[src/rtl/adder_display.sv]
// Purpose: shows a 4-bit adder's operands and results on a 4-digit, common-anode, multiplexed 7-segment display.
// Latency: an/seg/dp are registered, so each one follows digit position, snapshot and blank by 1 cycle.
// Backpressure: none; the inputs are sampled once per frame and no handshake is involved.
//
// Ports:
//   clk, reset          system clock; asynchronous active-high reset
//   a, b, sum           4-bit operands and adder sum (hex digits)
//   carry_out, overflow adder flags (carry is shown as 0/1; overflow blinks the sum digit's dp)
//   blank               1 = all digits dark, while internal scanning continues
//   an, seg, dp         active-low anodes (an[3] leftmost), segments {g,f,e,d,c,b,a} and decimal point
module adder_display #(
    parameter int REFRESH_DIV  = 50000,
    parameter int BLINK_FRAMES = 64
) (
    input  logic       clk,
    input  logic       reset,
    input  logic [3:0] a,
    input  logic [3:0] b,
    input  logic [3:0] sum,
    input  logic       carry_out,
    input  logic       overflow,
    input  logic       blank,
    output logic [3:0] an,
    output logic [6:0] seg,
    output logic       dp
);

    localparam int DW = (REFRESH_DIV > 1) ? $clog2(REFRESH_DIV) : 1;
    localparam int FW = (BLINK_FRAMES > 1) ? $clog2(BLINK_FRAMES) : 1;
    localparam logic [DW-1:0] DIV_LAST   = DW'(REFRESH_DIV - 1);
    localparam logic [FW-1:0] FRAME_LAST = FW'(BLINK_FRAMES - 1);

    // Scan state
    logic [DW-1:0] div_cnt;
    logic [1:0]    digit_idx;
    logic [FW-1:0] frame_cnt;
    logic          blink_phase;

    // Values frozen for one whole frame
    logic [3:0]    a_s;
    logic [3:0]    b_s;
    logic [3:0]    sum_s;
    logic          carry_s;
    logic          ov_s;

    logic          tick;
    logic          frame_wrap;
    logic [3:0]    digit_val;
    logic [3:0]    an_nxt;
    logic [6:0]    seg_nxt;
    logic          dp_nxt;

    // Active-low hex font, bit order {g,f,e,d,c,b,a}
    function automatic logic [6:0] hex7(input logic [3:0] v);
        logic [6:0] f;
        case (v)
            4'h0:    f = 7'b1000000;
            4'h1:    f = 7'b1111001;
            4'h2:    f = 7'b0100100;
            4'h3:    f = 7'b0110000;
            4'h4:    f = 7'b0011001;
            4'h5:    f = 7'b0010010;
            4'h6:    f = 7'b0000010;
            4'h7:    f = 7'b1111000;
            4'h8:    f = 7'b0000000;
            4'h9:    f = 7'b0010000;
            4'hA:    f = 7'b0001000;
            4'hB:    f = 7'b0000011;
            4'hC:    f = 7'b1000110;
            4'hD:    f = 7'b0100001;
            4'hE:    f = 7'b0000110;
            default: f = 7'b0001110;
        endcase
        return f;
    endfunction

    assign tick       = (div_cnt == DIV_LAST);
    // The last slot of the leftmost digit ends the frame; this is the only
    // point where the snapshot may change, so a frame is never mixed.
    assign frame_wrap = tick && (digit_idx == 2'd3);

    always_ff @(posedge clk or posedge reset) begin
        if (reset) begin
            div_cnt     <= '0;
            digit_idx   <= 2'd0;
            frame_cnt   <= '0;
            blink_phase <= 1'b1;
            a_s         <= 4'd0;
            b_s         <= 4'd0;
            sum_s       <= 4'd0;
            carry_s     <= 1'b0;
            ov_s        <= 1'b0;
        end else begin
            div_cnt <= tick ? '0 : div_cnt + 1'b1;
            if (tick) begin
                digit_idx <= digit_idx + 2'd1;
            end
            if (frame_wrap) begin
                a_s     <= a;
                b_s     <= b;
                sum_s   <= sum;
                carry_s <= carry_out;
                ov_s    <= overflow;
                if (frame_cnt == FRAME_LAST) begin
                    frame_cnt   <= '0;
                    blink_phase <= ~blink_phase;
                end else begin
                    frame_cnt <= frame_cnt + 1'b1;
                end
            end
        end
    end

    always_comb begin
        digit_val = sum_s;
        case (digit_idx)
            2'd0:    digit_val = sum_s;
            2'd1:    digit_val = {3'b000, carry_s};
            2'd2:    digit_val = b_s;
            default: digit_val = a_s;
        endcase

        an_nxt  = ~(4'b0001 << digit_idx);
        seg_nxt = hex7(digit_val);
        dp_nxt  = ~((digit_idx == 2'd0) && ov_s && blink_phase);

        // Blanking only masks the outputs; scanning state keeps moving so the
        // display resumes at the correct position.
        if (blank) begin
            an_nxt  = 4'b1111;
            seg_nxt = 7'b1111111;
            dp_nxt  = 1'b1;
        end
    end

    always_ff @(posedge clk or posedge reset) begin
        if (reset) begin
            an  <= 4'b1111;
            seg <= 7'b1111111;
            dp  <= 1'b1;
        end else begin
            an  <= an_nxt;
            seg <= seg_nxt;
            dp  <= dp_nxt;
        end
    end

endmodule
[config.mk]
export PLATFORM = sky130hd
export DESIGN_NAME = adder_display
export DESIGN_NICKNAME = d
export VERILOG_FILES = /design/src/rtl/adder_display.sv
export SDC_FILE = /design/constraint.sdc
export NUM_CORES = 1
export LEC_CHECK = 0
export ABC_AREA = 1
export CORE_UTILIZATION = 25
export CTS_BUF_LIST = sky130_fd_sc_hd__clkbuf_16
export DETAILED_ROUTE_END_ITERATION = 8
export SKIP_LAST_GASP = 1
export SYNTH_ARGS = -nofsm -noshare
export SYNTH_HDL_FRONTEND = slang
export SYNTH_SLANG_ARGS = --single-unit
[constraint.sdc]
create_clock -name clk -period 4.7 [get_ports clk]
set_input_delay 0.705 -clock clk [delete_from_list [all_inputs] [get_ports clk]]
set_output_delay 0.705 -clock clk [all_outputs]
set_load 0.005 [all_outputs]
# ---- Word level (Yosys, flattened, before mapping)
# Memories as Yosys holds them, arrays and structs flattened.
# Index checks and enable logic that the tools add are counted.
dict set report totals {
  n_memories 1
  in_bits 17
  ff_bits 51
  output_inout_bits 12
  rom_bits 112
}
# name depth width read_ports rd_clocked_by_memory_dff write_ports line
set mem_list {}
lappend mem_list {{(name not given)} 16 7 1 0 0 56} ;# case (v)
dict set report op_classes {
  bitwise 3
  n_shift 1
  n_addsub 3
  eq_ne 5
  muxes 6
  n_reduce_logical 5
}
# operator n
set op_table {}
lappend op_table {{16-bit by 1-bit adder with 16-bit output, second input constant} 1}
lappend op_table {{16-bit equality test, second input constant} 1}
lappend op_table {{16-bit two-way mux} 1}
lappend op_table {{4-bit case mux with 3 select lines} 1}
lappend op_table {{7-bit two-way mux} 1}
lappend op_table {{6-bit by 1-bit adder with 6-bit output, second input constant} 1}
lappend op_table {{6-bit equality test, second input constant} 1}
lappend op_table {{6-bit two-way mux} 1}
lappend op_table {{2-bit equality test, second input constant} 2}
lappend op_table {{4-bit two-way mux} 1}
lappend op_table {{4-bit inverter} 1}
lappend op_table {{1-bit by 2-bit << shifter with 4-bit output, first input constant} 1}
lappend op_table {{1-bit logical AND} 3}
lappend op_table {{2-bit by 1-bit adder with 2-bit output, second input constant} 1}
lappend op_table {{2-bit by 1-bit equality test with 1-bit output, second input constant} 1}
lappend op_table {{2-bit logical NOT} 1}
lappend op_table {{1-bit inverter} 2}
lappend op_table {{2-bit AND reduction} 1}
lappend op_table {{1-bit two-way mux} 1}

# ---- Longest topological paths before layout
dict set report depth {
  ltp_word 5
  mapped_depth 13
  ltp_nobuf 13
}

# ---- Least setup slack after synthesis
# OpenSTA, ideal clock, no wires.
dict set report synth_path {
  path_type {register -> register}
  startpoint {register digit_idx[0]}
  endpoint {register seg[2]}
  period_less_slack_ps 1703
  required_ps 4619
  slack_ps 2997
  arrival_ps 1622
  stages_incl_launch_ff 11
  n_path_buf 0
  setup_ps 81
  cell_sequence {dfrtp_1 > inv_1 > ha_1 > a21oi_1 > nand2_1 > nand2_1 > inv_1 > ha_1 > inv_1 > nand3_1 > o211ai_1}
}
dict set report synth_via {
  elab_chain_cells 4
}
# item line
set synth_lines {}
lappend synth_lines {{start, declared} 35} ;# logic [1:0] digit_idx;
lappend synth_lines {{start signal, assigned} 96} ;# digit_idx <= digit_idx + 2'd1;
lappend synth_lines {{2-bit equality test, or another cell as far along} 116} ;# case (digit_idx)
lappend synth_lines {{4-bit case mux with 3 select lines *} 116}
lappend synth_lines {{memory 16 x 7 bit *} -}
lappend synth_lines {{7-bit two-way mux *} 129} ;# if (blank) begin
lappend synth_lines {{named net seg_nxt[2]} 50} ;# logic [6:0] seg_nxt;
lappend synth_lines {{end signal, assigned} 143} ;# seg <= seg_nxt;
lappend synth_lines {{end, declared} 24} ;# output logic [6:0] seg,
# The timed path passes the listed nets; every way through them passes the cells marked *.
# A chain may end at the register's enable or synchronous reset.

# ---- Worst setup path in the final report
dict set report layout_path {
  startpoint {register dp}
  endpoint {output dp}
}
# item line
set layout_lines {}
lappend layout_lines {{start, declared} 25} ;# output logic dp
lappend layout_lines {{start signal, assigned} 144} ;# dp <= dp_nxt;
# No word-level cell between the ends.

==> results.sh <==
export IMPL_outcome="finished, final reports clean"
export IMPL_synth_async_reset_ratio=1.00
export IMPL_yosysTopAreaCell="dfrtp_1"
export IMPL_synth_commonest_cells="nand2_1 (111), dfrtp_1 (38), inv_1 (33), nand3_1 (29), nor2_1 (24)"
export IMPL_critPathLaunchType="flip-flop"
export IMPL_rows=38
export IMPL_initial_core_util=0.258
export IMPL_yosysMostFrequentCell="nand2_1"
export IMPL_cp_max_fo=1
export IMPL_numCtsBuffers=5
export IMPL_synth_edf_count=0
export IMPL_cts_resized=0
export IMPL_grt_max_degree=52
export IMPL_antenna_found_initial=0
export IMPL_slew_headroom=0.306
export IMPL_grt_pass1_wl_mm=9.63
export IMPL_slew_viol_final=0
export IMPL_path_buf_inv=1
export IMPL_synth_cell_types=34
export IMPL_root_buffer="clkbuf_16"
export IMPL_critPathMaxStageDelay_ns=0.54
export IMPL_dieArea_um2=11700
export IMPL_viasPerCell=4.18
export IMPL_drt_iter0_markers=108
export IMPL_drv_cap=0
export IMPL_cts_htree_levels=2
export IMPL_end_kind="output pin"
export IMPL_utilization=0.311
export IMPL_antenna_cells=0
export IMPL_clk_path_buf_depth=2
export IMPL_vias=2148
export IMPL_grt_pass1_vias=2081
export IMPL_cp_cell_sequence="clkdlybuf4s50_1"
export IMPL_place_congestion=0.830
export IMPL_synthTopCellsByArea="dfrtp_1 (34%), nand2_1 (15%), dfstp_2 (12%)"
export IMPL_cp_required_ns=3.99
export IMPL_layout_nets=403
export IMPL_drive_gt1_frac=0.168
export IMPL_tightest_slew_ns=1.04
export IMPL_syn_to_final_growth_pct=20.6
export IMPL_numClockSinks=51
export IMPL_hold_path_class="reg2reg"
export IMPL_vdd_ir_drop_max_mv=0.166
export IMPL_period_needed_ns=2.02
export IMPL_crit_arrival_ns=1.31
export IMPL_power_leakage_uw=0.00153
export IMPL_dr_pass1_iters=4
export IMPL_crit_type="reg2out"
export IMPL_setup_viol=0
export IMPL_yosys_most_used_dff="dfrtp_1"
export IMPL_yosysSeqAreaShare=0.458
export IMPL_wl_per_cell_um=10.7
export IMPL_gr_total_overflow=0
export IMPL_ys_seq_elements=51
export IMPL_finalClockSkew_ns=0.00651
export IMPL_finalCritPeriodShare=0.429
export IMPL_io_pin_count=29
export IMPL_fmax_mhz=496
export IMPL_yosys_warnings=0
export IMPL_drc=0
export IMPL_clk_pin_slew_ns=0.07
export IMPL_rsz0062_at_grt="no"
export IMPL_crit_family="flip-flops"
export IMPL_cts_hold_buffers=0
export IMPL_dp_cells=506
export IMPL_fin_cells=514
export IMPL_core_area_um2=10900
export IMPL_finalHoldViolCount=0
export IMPL_die_y_um=108
export IMPL_cp_slowest_cell="dfstp_2"
export IMPL_syn_area_um2=2820
export IMPL_dp_hpwl_mm=4.10
export IMPL_port_buffer_count=28
export IMPL_die_w_um=108
export IMPL_post_cts_repair_setup_buffers=0
export IMPL_drt_total_wl_mm=5.48
export IMPL_synthCells=342
export IMPL_synth_nets=372
export IMPL_grt_usage=0.106
export IMPL_ant_nets=0
export IMPL_syn_avg_cell_area_um2=8.25
export IMPL_cts_tree="yes"
export IMPL_synth_top_area_share=0.337
export IMPL_clk_latency_ns=0.29
export IMPL_fin_setup_tns_ns=0
export IMPL_p_per_area_nw_per_um2=262
==> state kept, by name, indices dropped and copies added, names as in the netlist, 2 cells and up <==
| name | count |
|---|---|
| seg | 7 |
| frame_cnt | 6 |
| b_s | 4 |
| div_cnt | 16 |
| digit_idx | 2 |
| an | 4 |
| a_s | 4 |
| sum_s | 4 |
==> routing by layer <==
layer / global-route usage / part of all wire / wire length, um / vias to the layer above
li1: - / - / - / 1123
met1: 0.140 / 0.49 / 2670 / 965
met2: 0.161 / 0.44 / 2420 / 51
met3: 0.0301 / 0.051 / 282 / 9
met4: 0.0454 / 0.020 / 107 / 0
met5: 0 / 0 / 0 / -
==> final cells by class <==
type,count,area (um^2)
clock inverters,3,47.5
repair buffers,28,280
multi-input cells,247,1330
well taps,140,175
fillers,1168,7530
inverters,40,150
flip-flops and latches,51,1290
clock buffers,5,125
==> cells in the final DEF, fill, tap and decap left out, types with 5 or more instances in the layout <==
master,instances
nand2_1,111
dfrtp_1,38
inv_1,32
clkbuf_16,5
xor2_1,9
ha_1,13
dfstp_2,13
nand3_1,29
nor2_1,24
nand4_1,6
nor2_2,6
nand2_2,14
clkdlybuf4s50_1,28
inv_2,7
==> where the power goes <==
part | switching [uW] | internal, uW
Clock | 162 | 254
Combinational | 14.1 | 16.1
Sequential | 0.526 | 443
Total | 177 | 713
==> through the flow <==
stage / hold slack [ns] / setup slack, ns / instance area [um^2] / total power [uW]
6_report: 0.464 / 2.68 / 3400 / 890
5_1_grt: 0.486 / 2.53 / 3400 / 921
4_1_cts: 0.464 / 2.67 / 3400 / 904
3_5_place_dp: 0.455 / 2.67 / 3230 / 483
3_3_place_gp: 0.447 / 2.66 / 3230 / 483
2_1_floorplan: 0.423 / 2.79 / 2820 / 460
==> final timing paths <==
| check | start | to | slack (ns) | depth (start not counted) |
|---|---|---|---|---|
| worst max register to register | digit_idx[0]$_DFFE_PP0N_ | seg[2]$_DFF_PP1_ | 2.69 | 10 |
| worst max-delay path | dp$_DFF_PP1_ | dp | 2.68 | 1 |
| max in group asynchronous | reset | div_cnt[0]$_DFF_PP0_ | 3.06 | 2 |
| worst min-delay path | div_cnt[0]$_DFF_PP0_ | div_cnt[0]$_DFF_PP0_ | 0.46 | 1 |
| worst min register to register | div_cnt[0]$_DFF_PP0_ | div_cnt[0]$_DFF_PP0_ | 0.46 | 1 |
| min in group asynchronous | reset | div_cnt[6]$_DFF_PP0_ | 0.99 | 2 |
==> cell families after synthesis <==
kind of cell               after synthesis  synth area share
buffers and inverters                   44            0.0700
and+or+nand+nor                        208             0.347
AOI/OAI and AO/OA                       15            0.0337
adders and majority gates               13            0.0576
DFF                                     51             0.458
xor gates and xnor gates                11            0.0341
Note: power is estimated with default switching activity, not from simulation.
